[config.mk]
export PLATFORM = sky130hd
export DESIGN_NAME = sram_axi_bridge
export DESIGN_NICKNAME = d
export VERILOG_FILES = /design/src/rtl/sram_axi_bridge.sv
export SDC_FILE = /design/constraint.sdc
export NUM_CORES = 1
export LEC_CHECK = 0
export CAP_MARGIN = 20
export CORE_AREA = 5 5 144 146
export DETAILED_ROUTE_END_ITERATION = 8
export DIE_AREA = 0 0 149 151
export PLACE_DENSITY = 0.67
export SYNTH_ARGS = -nofsm -noshare
export SYNTH_HDL_FRONTEND = slang
export SYNTH_SLANG_ARGS = --single-unit
[constraint.sdc]
create_clock -name clk -period 9.9 [get_ports clk]
set_input_delay 2.475 -clock clk [delete_from_list [all_inputs] [get_ports clk]]
set_output_delay 2.475 -clock clk [all_outputs]
set_load 0.02 [all_outputs]
[src/rtl/sram_axi_bridge.sv]
`default_nettype none
// ============================================================================
// Module      : sram_axi_bridge
// Description : Bridges the core's inst/data SRAM-like ports onto one AXI
//               master with single-beat, fully serialised transfers.
//               Optional macro SRAM_AXI_RR_ARB_EN selects round-robin read grant.
// Revision    : 1.0 - initial release
// ============================================================================
module sram_axi_bridge #(
    parameter logic [3:0] INST_ID = 4'd0,
    parameter logic [3:0] DATA_ID = 4'd1
) (
    input  logic        clk,
    input  logic        reset,

    input  logic        inst_sram_req,
    input  logic        inst_sram_wr,
    input  logic [1:0]  inst_sram_size,
    input  logic [3:0]  inst_sram_wstrb,
    input  logic [31:0] inst_sram_addr,
    input  logic [31:0] inst_sram_wdata,
    output logic        inst_sram_addr_ok,
    output logic        inst_sram_data_ok,
    output logic [31:0] inst_sram_rdata,

    input  logic        data_sram_req,
    input  logic        data_sram_wr,
    input  logic [1:0]  data_sram_size,
    input  logic [3:0]  data_sram_wstrb,
    input  logic [31:0] data_sram_addr,
    input  logic [31:0] data_sram_wdata,
    output logic        data_sram_addr_ok,
    output logic        data_sram_data_ok,
    output logic [31:0] data_sram_rdata,

    output logic [3:0]  arid,
    output logic [31:0] araddr,
    output logic [2:0]  arsize,
    output logic        arvalid,
    input  logic        arready,

    input  logic [3:0]  rid,
    input  logic [31:0] rdata,
    input  logic        rvalid,
    output logic        rready,

    output logic [3:0]  awid,
    output logic [31:0] awaddr,
    output logic [2:0]  awsize,
    output logic        awvalid,
    input  logic        awready,

    output logic [31:0] wdata,
    output logic [3:0]  wstrb,
    output logic        wlast,
    output logic        wvalid,
    input  logic        wready,

    input  logic        bvalid,
    output logic        bready
);

    typedef enum logic [1:0] {
        R_IDLE = 2'd0,
        R_AR   = 2'd1,
        R_R    = 2'd2
    } rstate_t;

    typedef enum logic [1:0] {
        W_IDLE = 2'd0,
        W_REQ  = 2'd1,
        W_B    = 2'd2
    } wstate_t;

    rstate_t     r_rstate;
    wstate_t     r_wstate;

    logic [3:0]  r_arid;
    logic [31:0] r_araddr;
    logic [2:0]  r_arsize;
    logic        r_arvalid;
    logic        r_rready;
    logic        r_owner_data;

    logic [31:0] r_awaddr;
    logic [2:0]  r_awsize;
    logic [31:0] r_wdata;
    logic [3:0]  r_wstrb;
    logic        r_awvalid;
    logic        r_wvalid;
    logic        r_bready;

    logic        w_idle;
    logic        w_inst_wins;
    logic        w_grant_inst;
    logic        w_grant_data;
    logic        w_aw_done;
    logic        w_w_done;
    logic        w_unused;

    // Only one transfer in flight across both FSMs, so reads never overtake writes.
    assign w_idle = (r_rstate == R_IDLE) && (r_wstate == W_IDLE) && !reset;

`ifdef SRAM_AXI_RR_ARB_EN
    logic r_last_data;

    // A data write always wins; only read-vs-read contention alternates.
    assign w_inst_wins = inst_sram_req &
                         (!data_sram_req || (!data_sram_wr && r_last_data));

    always_ff @(posedge clk or posedge reset) begin
        if (reset) begin
            r_last_data <= 1'b0;
        end else if (w_grant_inst) begin
            r_last_data <= 1'b0;
        end else if (w_grant_data && !data_sram_wr) begin
            r_last_data <= 1'b1;
        end
    end
`else
    assign w_inst_wins = inst_sram_req && !data_sram_req;
`endif

    assign w_grant_inst = w_idle && w_inst_wins;
    assign w_grant_data = w_idle && data_sram_req && !w_inst_wins;

    assign inst_sram_addr_ok = w_grant_inst;
    assign data_sram_addr_ok = w_grant_data;

    always_ff @(posedge clk or posedge reset) begin
        if (reset) begin
            r_rstate     <= R_IDLE;
            r_arid       <= 4'd0;
            r_araddr     <= 32'd0;
            r_arsize     <= 3'd0;
            r_arvalid    <= 1'b0;
            r_rready     <= 1'b0;
            r_owner_data <= 1'b0;
        end else begin
            case (r_rstate)
                R_IDLE: begin
                    if (w_grant_inst) begin
                        r_arid       <= INST_ID;
                        r_araddr     <= inst_sram_addr;
                        r_arsize     <= {1'b0, inst_sram_size};
                        r_owner_data <= 1'b0;
                        r_arvalid    <= 1'b1;
                        r_rstate     <= R_AR;
                    end else if (w_grant_data && !data_sram_wr) begin
                        r_arid       <= DATA_ID;
                        r_araddr     <= data_sram_addr;
                        r_arsize     <= {1'b0, data_sram_size};
                        r_owner_data <= 1'b1;
                        r_arvalid    <= 1'b1;
                        r_rstate     <= R_AR;
                    end
                end
                R_AR: begin
                    if (arready) begin
                        r_arvalid <= 1'b0;
                        r_rready  <= 1'b1;
                        r_rstate  <= R_R;
                    end
                end
                R_R: begin
                    if (rvalid) begin
                        r_rready <= 1'b0;
                        r_rstate <= R_IDLE;
                    end
                end
                default: begin
                    r_arvalid <= 1'b0;
                    r_rready  <= 1'b0;
                    r_rstate  <= R_IDLE;
                end
            endcase
        end
    end

    // A channel counts as done if it already handshook or handshakes this cycle.
    assign w_aw_done = !r_awvalid || awready;
    assign w_w_done  = !r_wvalid  || wready;

    always_ff @(posedge clk or posedge reset) begin
        if (reset) begin
            r_wstate  <= W_IDLE;
            r_awaddr  <= 32'd0;
            r_awsize  <= 3'd0;
            r_wdata   <= 32'd0;
            r_wstrb   <= 4'd0;
            r_awvalid <= 1'b0;
            r_wvalid  <= 1'b0;
            r_bready  <= 1'b0;
        end else begin
            case (r_wstate)
                W_IDLE: begin
                    if (w_grant_data && data_sram_wr) begin
                        r_awaddr  <= data_sram_addr;
                        r_awsize  <= {1'b0, data_sram_size};
                        r_wdata   <= data_sram_wdata;
                        r_wstrb   <= data_sram_wstrb;
                        r_awvalid <= 1'b1;
                        r_wvalid  <= 1'b1;
                        r_wstate  <= W_REQ;
                    end
                end
                W_REQ: begin
                    if (awready) begin
                        r_awvalid <= 1'b0;
                    end
                    if (wready) begin
                        r_wvalid <= 1'b0;
                    end
                    if (w_aw_done && w_w_done) begin
                        r_bready <= 1'b1;
                        r_wstate <= W_B;
                    end
                end
                W_B: begin
                    if (bvalid) begin
                        r_bready <= 1'b0;
                        r_wstate <= W_IDLE;
                    end
                end
                default: begin
                    r_awvalid <= 1'b0;
                    r_wvalid  <= 1'b0;
                    r_bready  <= 1'b0;
                    r_wstate  <= W_IDLE;
                end
            endcase
        end
    end

    assign arid    = r_arid;
    assign araddr  = r_araddr;
    assign arsize  = r_arsize;
    assign arvalid = r_arvalid;
    assign rready  = r_rready;

    assign awid    = DATA_ID;
    assign awaddr  = r_awaddr;
    assign awsize  = r_awsize;
    assign awvalid = r_awvalid;
    assign wdata   = r_wdata;
    assign wstrb   = r_wstrb;
    assign wvalid  = r_wvalid;
    assign wlast   = r_wvalid;
    assign bready  = r_bready;

    // Routing follows the owner recorded at acceptance; rid is deliberately ignored.
    assign inst_sram_data_ok = rvalid && r_rready && !r_owner_data;
    assign data_sram_data_ok = (rvalid && r_rready && r_owner_data) || (bvalid && r_bready);
    assign inst_sram_rdata   = rdata;
    assign data_sram_rdata   = rdata;

    assign w_unused = ^{inst_sram_wr, inst_sram_wstrb, inst_sram_wdata, rid};

endmodule
`default_nettype wire
==> results.md, run 1 <==
* Status: finished, final reports clean
* Global route overflow at 0
* Clock sinks at 114
* Min cycle time layout at 6990 ps
* Final setup vio count at 0
* Cell Count, Final, Fillers Out at 832
* Setup TNS at 0 ps
* Area grow syn2layout at 46.1%
* Synth cell types at 23
* Footprint of the multi-input gates at 1950 um^2
* Fin util at 41.6%
* Placer Congestion at 0.749
* Worst EP arrival at 4520 ps
* Vias per cell at 4.27
* Seq/Total Area, Yosys at 52.0%
* Post-DP HPWL at 10.7 mm
* Initial antenna violation count at 0
* Worst EP required at 7430 ps
* Post-DRT Antenna Nets at 0
* DP Worst Slack at 2890 ps
* Root buf cell: clkbuf_16
* Die Y-Extent at 151 um
* Filler instances at 1807
* Ports at 375
* Worst-Margin Slew at 914 ps
* DR pass1 iterations at 4
* Max-cap viol count at 0
* Full die area at 22500 um^2
* Cts repair resizes at 0
* CTS Buf Count at 17
* CTS H-tree depth at 4
* YS warnings at 0
* PnR worst setup slack at 2910 ps
* Setup slack, reg-to-reg at 7480 ps
* Routed WL at 14.6 mm
* Via count at 3554
* Kind of critical path: in2out
* Syn Inst Count at 387
* Layout cells sized above 1 at 31.4%
* Post-CTS Hold Fix Bufs at 0
* Nature of the critical path endpoint: output port
* Post-CTS setup buffer count at 0
* CTS tree: yes
* # DRC at 0
* Later-pin clock latency in the skew report at 400 ps
* Cells after DPL at 801
* IO Port Bufs at 228
* Row count at 51
* Core Area at 19300 um^2
* CP Max Fanout at 36
* Initial DRC Count at 46
* Largest net degree at the start of global routing at 71
* FF/Latch Area at 2850 um^2
* VDD IR max at 0.135 mV
* Maximum clock rate at 0.143 GHz
* Startpoint Class: input pin
* Placement Cell Area at 7460 um^2
* Final instance area at 8020 um^2
* Unrepaired setup endpoints after global routing: no
* Cell Area, Synth at 5490 um^2
* Initial Util at 28.5%
* Ant diodes at 0
* Die W at 149 um
* Final #Nets at 742
* Final Max Tran Viols at 0
* Via count of the first global-routing pass at 4141
* Seq cells post-synth at 114
* Final worst path period share at 70.6%
* First-pass GRT wire length at 22.4 mm
* Total power per unit cell area at 333 nW/um^2
* Wire per inst at 17.6 um
* GRT Overall Usage at 12.9%
* Clock Tree Buf Depth at 2
* Final Hold Fails at 0
* Relative slew slack at 39.1%
* Skew final at 4.40 ps
* Average size of a mapped cell at 14.2 um^2
* Worst-path clk slew at 50 ps
* Leak at 3.37 nW
* Worst min-delay path class: reg2reg
[sequential cells by signal, summed over array words and instances (netlist names)]
signal / count
wlast: 1
araddr: 32
wstrb: 4
bready: 1
r_rstate: 2
arsize: 2
awaddr: 32
arid: 1
awsize: 2
r_wstate: 2
wdata: 32
rready: 1
awvalid: 1
arvalid: 1
[path summary, 6_finish.rpt]
path / end / startpoint / cells past startpoint
min: arvalid / arvalid / 1
min reg2reg: arvalid / arvalid / 1
min in group asynchronous: araddr[31] / reset / 2
max in group asynchronous: araddr[24] / reset / 3
max reg2reg: awsize[1] / r_wstate[1] / 4
max: inst_sram_addr_ok / data_sram_req / 5
[layout make-up]
cell class              instances  share of cell area, %
flip-flops and latches        114                   35.6
repair buffers                232                   28.8
multi-input cells             188                   24.3
clock buffers                  17                   5.30
well taps                     265                   4.13
clock inverters                14                   1.76
inverters                       2                  0.125
[cell families after synthesis]
kind of cell | Yosys count | synth area share, %
and+or+nand+nor | 29 | 3.12
DFF | 114 | 52.0
AOI/OAI and AO/OA | 12 | 1.44
buffers and inverters | 92 | 13.1
muxes | 138 | 30.2
other | 2 | 0.137
[power by group]
| group | internal, mW | leakage, nW | switching (mW) |
|---|---|---|---|
| clock network | 0.367 | 0.271 | 0.219 |
| registers | 0.702 | 1.37 | 0.136 |
| logic | 0.681 | 1.73 | 0.564 |
| total | 1.75 | 3.37 | 0.919 |
[critical path: stages]
cell and delay (ps):
clkdlybuf4s50_1 560, nor2b_4 150, buf_4 450, and3_1 260
clkdlybuf4s50_1 610
[through the flow]
step | total power [mW] | hold WS [ps]
after floorplan | 1.52 | 509
after detailed placement | 2.10 | 468
after global placement | 2.07 | 470
after CTS | 2.72 | 486
after global routing | 2.81 | 510
final | 2.67 | 484
[cell usage after synthesis]
cell type,count,area [um^2]
dfrtp_1,114,2850
mux2_4,28,420
nand2_1,10,37.5
nor2b_1,5,31.3
mux2_2,110,1240
nor3_4,1,16.3
buf_4,75,563
buf_2,3,15.0
nor3_1,1,5.00
inv_1,2,7.51
o211a_1,1,10.0
nor2_1,5,18.8
or2_1,1,6.26
a32o_1,1,10.0
conb_1,2,7.51
a21o_1,3,22.5
o21ai_0,6,30.0
nand4_4,1,21.3
and3_1,2,12.5
nor3b_1,2,15.0
buf_6,12,135
nand3b_1,1,7.51
a31oi_1,1,6.26
[cells in the final DEF (no fill, tap or decap), types with 5 or more instances in the layout]
cell type and count:
clkbuf_16 17, clkdlybuf4s50_1 228, clkinv_2 5, conb_1 9
dfrtp_1 114, mux2_2 110, mux2_4 28, nand2_1 10
nor2_1 5, o21ai_0 6
[layer usage]
metal / share of wire [%] / global-route usage (%)
met5: 0 / 0
met1: 36 / 13.3
met3: 12 / 7.09
met2: 50 / 22.1
met4: 2.1 / 4.39
(Power assumes the default switching activity.)
==> run 2: changes to the inputs <==
--- a/config.mk
+++ b/config.mk
@@ -6,10 +6,10 @@
 export NUM_CORES = 1
 export LEC_CHECK = 0
 export CAP_MARGIN = 20
-export CORE_AREA = 5 5 144 146
+export CORE_AREA = 5 5 141 143
 export DETAILED_ROUTE_END_ITERATION = 8
-export DIE_AREA = 0 0 149 151
-export PLACE_DENSITY = 0.67
+export DIE_AREA = 0 0 146 148
+export PLACE_DENSITY = 0.72
 export SYNTH_ARGS = -nofsm -noshare
 export SYNTH_HDL_FRONTEND = slang
 export SYNTH_SLANG_ARGS = --single-unit
==> constraint.sdc (replaced) <==
create_clock -name clk -period 6.17 [get_ports clk]
set_input_delay 1.5425 -clock clk [delete_from_list [all_inputs] [get_ports clk]]
set_output_delay 1.5425 -clock clk [all_outputs]
set_load 0.02 [all_outputs]
==> run 2 against run 1 <==
Effect of this change:
- largest cell class unchanged
- clock-buffer cell count increased by 2
- highest routed layer unchanged
- total power increased by 63%
- clock power is 70% higher
- clock skew increased by 1.3 ps
==> results.md, run 2 (synthesis results as in run 1) <==
* Status: finished, final reports clean
* Full die area at 21600 um^2 (-4.0%)
* Fin util at 43.5% (+1.8 points)
* Area grow syn2layout at 46.1% (about the same)
* Die Y-Extent at 148 um (-2.0%)
* Setup TNS at 0 ps (unchanged)
* Tot Pwr at 4.34 mW (+63%)
* # DRC at 0 (unchanged)
* First-pass GRT wire length at 22.5 mm (+0.31%)
* Max-cap viol count at 0 (unchanged)
* VDD IR max at 0.248 mV (+84%)
* Leak at 3.39 nW (+0.67%)
* Global route overflow at 0 (unchanged)
* Row count at 50 (-2.0%)
* Maximum clock rate at 0.210 GHz
* FF-to-FF End: araddr[2]
* Via count at 3530 (-0.68%)
* Largest net degree at the start of global routing at 70 (-1.4%)
* Footprint of the multi-input gates at 1950 um^2 (unchanged)
* Worst-path clk slew at 50 ps (about the same)
* Total power per unit cell area at 541 nW/um^2 (+63%)
* Hold Path Depth at 1 (unchanged)
* Min cycle time layout at 4750 ps
* FF/Latch Area at 2850 um^2 (unchanged)
* Worst EP arrival at 3210 ps (-1310 ps)
* Wire per inst at 17.9 um (+1.9%)
* Kind of critical path: in2out
* Final setup vio count at 0 (unchanged)
* Unrepaired setup endpoints after global routing: no
* CTS tree: yes
* Worst min-delay path class: reg2reg
* CP Max Fanout at 5 (-86%)
* Min-delay src: arvalid
* Vias per cell at 4.40 (+3.0%)
* Initial DRC Count at 84 (+83%)
* Relative slew slack at 42.8% (+3.7 points)
* Post-DRT Antenna Nets at 0 (unchanged)
* Initial Util at 29.7% (+1.3 points)
* R2R depth at 4 (unchanged)
* Clock sinks at 114 (unchanged)
* Post-CTS setup buffer count at 0 (unchanged)
* GRT Overall Usage at 13.2% (+0.30 points)
* IO Port Bufs at 228 (unchanged)
* CTS Buf Count at 17 (unchanged)
* WHS Endpoint: arvalid
* Root buf cell: clkbuf_16
* Met3 wire length at 1.42 mm (-18%)
* Commonest cells after routing, fill and taps aside: 228 x clkdlybuf4s50_1, 114 x dfrtp_1, 110 x mux2_2, 28 x mux2_4, 17 x clkbuf_16
* Ant diodes at 0 (unchanged)
* Via count of the first global-routing pass at 4149 (+0.19%)
* Worst EP required at 4630 ps (-2800 ps)
* Final #Nets at 742 (unchanged)
* Final Max Tran Viols at 0 (unchanged)
* DR pass1 iterations at 3 (-1)
* Final Hold Fails at 0 (unchanged)
* Placement Cell Area at 7420 um^2 (-0.52%)
* Core Area at 18500 um^2 (-4.2%)
* Reg-to-Reg Start: r_wstate[1]
* Cts repair resizes at 0 (unchanged)
* Worst-Margin Slew at 859 ps (-55.0 ps)
* Filler instances at 1658 (-8.2%)
* Initial antenna violation count at 0 (unchanged)
* Met2 WL at 7.43 mm (+0.80%)
* Post-DP HPWL at 10.4 mm (-2.3%)
* Nature of the critical path endpoint: output port
* Top Layer Used: met4
* Die W at 146 um (-2.0%)
* Skew final at 5.72 ps (+1.32 ps)
* Layout cells sized above 1 at 31.3% (-0.055 points)
* Met1 WL at 5.17 mm (-1.3%)
* Routed WL at 14.4 mm (-1.8%)
* Post-CTS Hold Fix Bufs at 0 (unchanged)
* Placer Congestion at 0.744 (-0.59%)
* Final instance area at 8020 um^2 (about the same)
* Ports at 375 (unchanged)
* Startpoint Class: input pin
* Setup slack, reg-to-reg at 3770 ps (-3710 ps)
* CTS H-tree depth at 4 (unchanged)
* Clock Tree Buf Depth at 2 (unchanged)
* Later-pin clock latency in the skew report at 400 ps (about the same)
* Final worst path period share at 77.0%
* Commonest non-fill, non-tap cell in the layout: clkdlybuf4s50_1
[run 2: changes by cell type in the layout (fill, tap and decap cells not counted)]
cell and change:
clkinv_2 -1, clkinvlp_4 -2, clkinv_4 +1, bufinv_16 +1, clkbuf_8 +1, clkbuf_1 +1
[run 2: cell type report]
cell class | count | area share (%)
flip-flops and latches | 114 | 35.6
repair buffers | 232 | 28.8
multi-input cells | 188 | 24.3
clock buffers | 19 | 5.52
well taps | 234 | 3.65
clock inverters | 13 | 2.00
inverters | 2 | 0.125
[run 2: report_power, final]
part / internal [mW] / switching, mW / total, mW
registers: 1.13 / 0.218 / 1.34
logic: 1.09 / 0.904 / 2.00
clock network: 0.645 / 0.355 / 1.00
[run 2: worst max-delay path, stage by stage]
cell and delay (ps):
clkdlybuf4s50_1 510, nor3_4 290, and3_1 240, clkdlybuf4s50_1 620
[run 2: metal layers]
layer  track usage, %  up-vias
met4             5.55        0
met3             6.56       43
met5                0        -
met1             13.2     1732
met2             23.2      164
li1                 -     1591
[run 2: through the flow]
| step | setup WS (ps) | std cells | hold WS (ps) |
|---|---|---|---|
| 2_1_floorplan | 1610 | 394 | 509 |
| 3_5_place_dp | 1420 | 770 | 471 |
| 5_1_grt | 1360 | 802 | 517 |
| 6_report | 1420 | 802 | 477 |
| 3_3_place_gp | 1410 | 770 | 469 |
| 4_1_cts | 1410 | 802 | 484 |
[run 2: worst max-delay path by stage]
stage               cells past startpoint  slack [ps]                 to   from
finish                                  4        1420  inst_sram_addr_ok  reset
CTS                                     4        1410  inst_sram_addr_ok  reset
floorplan                               1        1610          araddr[0]  reset
detailed placement                      4        1420  inst_sram_addr_ok  reset
global route                            4        1360  inst_sram_addr_ok  reset
global placement                        4        1410  inst_sram_addr_ok  reset
==> run 3: changes to the inputs <==
--- a/config.mk
+++ b/config.mk
@@ -9,7 +9,7 @@
 export CORE_AREA = 5 5 141 143
 export DETAILED_ROUTE_END_ITERATION = 8
 export DIE_AREA = 0 0 146 148
-export PLACE_DENSITY = 0.72
+export PLACE_DENSITY = 0.7
 export SYNTH_ARGS = -nofsm -noshare
 export SYNTH_HDL_FRONTEND = slang
 export SYNTH_SLANG_ARGS = --single-unit
==> constraint.sdc (replaced) <==
create_clock -name clk -period 4.4 [get_ports clk]
set_input_delay 1.1 -clock clk [delete_from_list [all_inputs] [get_ports clk]]
set_output_delay 1.1 -clock clk [all_outputs]
set_load 0.02 [all_outputs]
==> run 3 against run 2 <==
Effect of this change:
- global-route usage shrank 0.089 points
- clock skew rose by 3.2 ps
- register-to-register slack worse by 1800 ps
- worst setup slack worse by 840 ps
- design area grew 0.66%
- first-iteration DRC count rose by 13%
- cell count stayed put
- non-clock buffer count stayed put
- total power up 42%
- clock power up 48%
- critical path depth did not move
- critical path type unchanged
==> results.md, run 3 (synthesis results as in run 1) <==
* Post-DP HPWL at 10.5 mm (+0.31%)
* IO Port Bufs at 228 (unchanged)
* Fin Hold WS at 501 ps (+23.3 ps)
* Worst-path clk slew at 60 ps (about the same)
* Wire per inst at 17.8 um (-0.72%)
* Unrepaired setup endpoints after global routing: no
* Via count at 3563 (+0.93%)
* # DRC at 0 (unchanged)
* Initial Util at 29.7% (unchanged)
* Routed WL at 14.3 mm (-0.72%)
* First-pass GRT wire length at 22.3 mm (-0.89%)
* Die W at 146 um (unchanged)
* CTS Buf Count at 17 (unchanged)
* Initial antenna violation count at 0 (unchanged)
* Later-pin clock latency in the skew report at 410 ps (about the same)
* Skew final at 8.90 ps (+3.18 ps)
* Kind of critical path: in2out
* Cells after DPL at 770 (unchanged)
* Global route overflow at 0 (unchanged)
* Placement Cell Area at 7440 um^2 (+0.34%)
* Commonest non-fill, non-tap cell in the layout: clkdlybuf4s50_1
* Largest net degree at the start of global routing at 60 (-14%)
* Worst min-delay path class: reg2reg
* Final instance area at 8070 um^2 (+0.66%)
* Final setup vio count at 0 (unchanged)
* Worst EP arrival at 2720 ps (-490 ps)
* Cell Count, Final, Fillers Out at 802 (unchanged)
* Sw Ratio at 33.9% (-0.16 points)
* Post-DRT Antenna Nets at 0 (unchanged)
* Leak at 3.41 nW (+0.49%)
* GRT Overall Usage at 13.1% (-0.089 points)
* Net load switching power at 2.09 mW (+41%)
* Post-CTS Hold Fix Bufs at 0 (unchanged)
* Fin util at 43.7% (+0.28 points)
* Final Max Tran Viols at 0 (unchanged)
* DP Worst Slack at 581 ps (-840 ps)
* Setup slack, reg-to-reg at 1990 ps (-1780 ps)
* Worst-Margin Slew at 732 ps (-127 ps)
* Max-cap viol count at 0 (unchanged)
* Final worst path period share at 86.8%
* Worst EP required at 3300 ps (-1330 ps)
* PnR worst setup slack at 580 ps (-838 ps)
* Relative slew slack at 51.2% (+8.4 points)
* VDD IR max at 0.345 mV (+39%)
* CP Max Fanout at 5 (unchanged)
* Initial DRC Count at 95 (+13%)
* Status: finished, final reports clean
* Ant diodes at 0 (unchanged)
* Post-CTS setup buffer count at 0 (unchanged)
* CTS tree: yes
* Maximum clock rate at 0.262 GHz
* Full die area at 21600 um^2 (unchanged)
* DR pass1 iterations at 4 (+1)
* Nature of the critical path endpoint: output port
* Total power per unit cell area at 763 nW/um^2 (+41%)
* Tot Pwr at 6.16 mW (+42%)
* Filler instances at 1669 (+0.66%)
* Min cycle time layout at 3820 ps
* Root buf cell: clkbuf_16
* Flop pwr share at 30.6% (-0.3 points)
* Ports at 375 (unchanged)
* Footprint of the multi-input gates at 1950 um^2 (unchanged)
* Setup TNS at 0 ps (unchanged)
* Via count of the first global-routing pass at 4154 (+0.12%)
* Power share of the clock group at 24.0% (+1.0 points)
* Area grow syn2layout at 47.1%
* Core Area at 18500 um^2 (unchanged)
* CTS H-tree depth at 4 (unchanged)
* Cts repair resizes at 0 (unchanged)
* Die Y-Extent at 148 um (unchanged)
* Placer Congestion at 0.752 (+1.0%)
* Commonest cells after routing, fill and taps aside: 228 x clkdlybuf4s50_1, 114 x dfrtp_1, 110 x mux2_2, 28 x mux2_4, 17 x clkbuf_16
* Row count at 50 (unchanged)
* Logic pwr share at 45.4% (-0.6 points)
* FF/Latch Area at 2850 um^2 (unchanged)
* Final #Nets at 742 (unchanged)
* Clock Tree Buf Depth at 2 (unchanged)
* P_int at 4.07 mW (+42%)
* Startpoint Class: input pin
* Vias per cell at 4.44 (+0.93%)
* Clock sinks at 114 (unchanged)
* Layout cells sized above 1 at 31.3% (unchanged)
* Final Hold Fails at 0 (unchanged)
-- run 3: critical path: stages --
cell and delay, ps:
clkdlybuf4s50_1 490, nor3_4 280, and3_1 230, clkdlybuf4s50_1 610
-- run 3: cell type report --
class | count | area share [%]
Tap cell | 234 | 3.63
Clock inverter | 14 | 2.49
Timing Repair Buffer | 232 | 28.9
Inverter | 2 | 0.124
Clock buffer | 18 | 5.32
Multi-Input combinational cell | 188 | 24.2
Sequential cell | 114 | 35.3
-- run 3: metal layers --
metal	track usage (%)	wire length [um]
met5	0	0
met4	7.06	446
met3	5.95	1420
met2	22.6	7260
met1	13.2	5140
-- run 3: worst paths after layout --
check / from / endpoint / cells after the start
worst max-delay path: reset / inst_sram_addr_ok / 4
worst min-delay path: arvalid / arvalid / 1
worst max register to register: r_wstate[1] / wstrb[3] / 4
worst min register to register: arvalid / arvalid / 1
max in group asynchronous: reset / araddr[12] / 3
min in group asynchronous: reset / wstrb[3] / 2
-- run 3: power by group through the flow --
stage               Clock (mW)  Combinational (mW)  Sequential (mW)
global placement             0                2.80             1.86
CTS                       1.52                2.85             1.89
detailed placement           0                2.83             1.90
floorplan                    0               0.937             2.49
finish                    1.48                2.80             1.88
global route              1.56                2.95             1.95
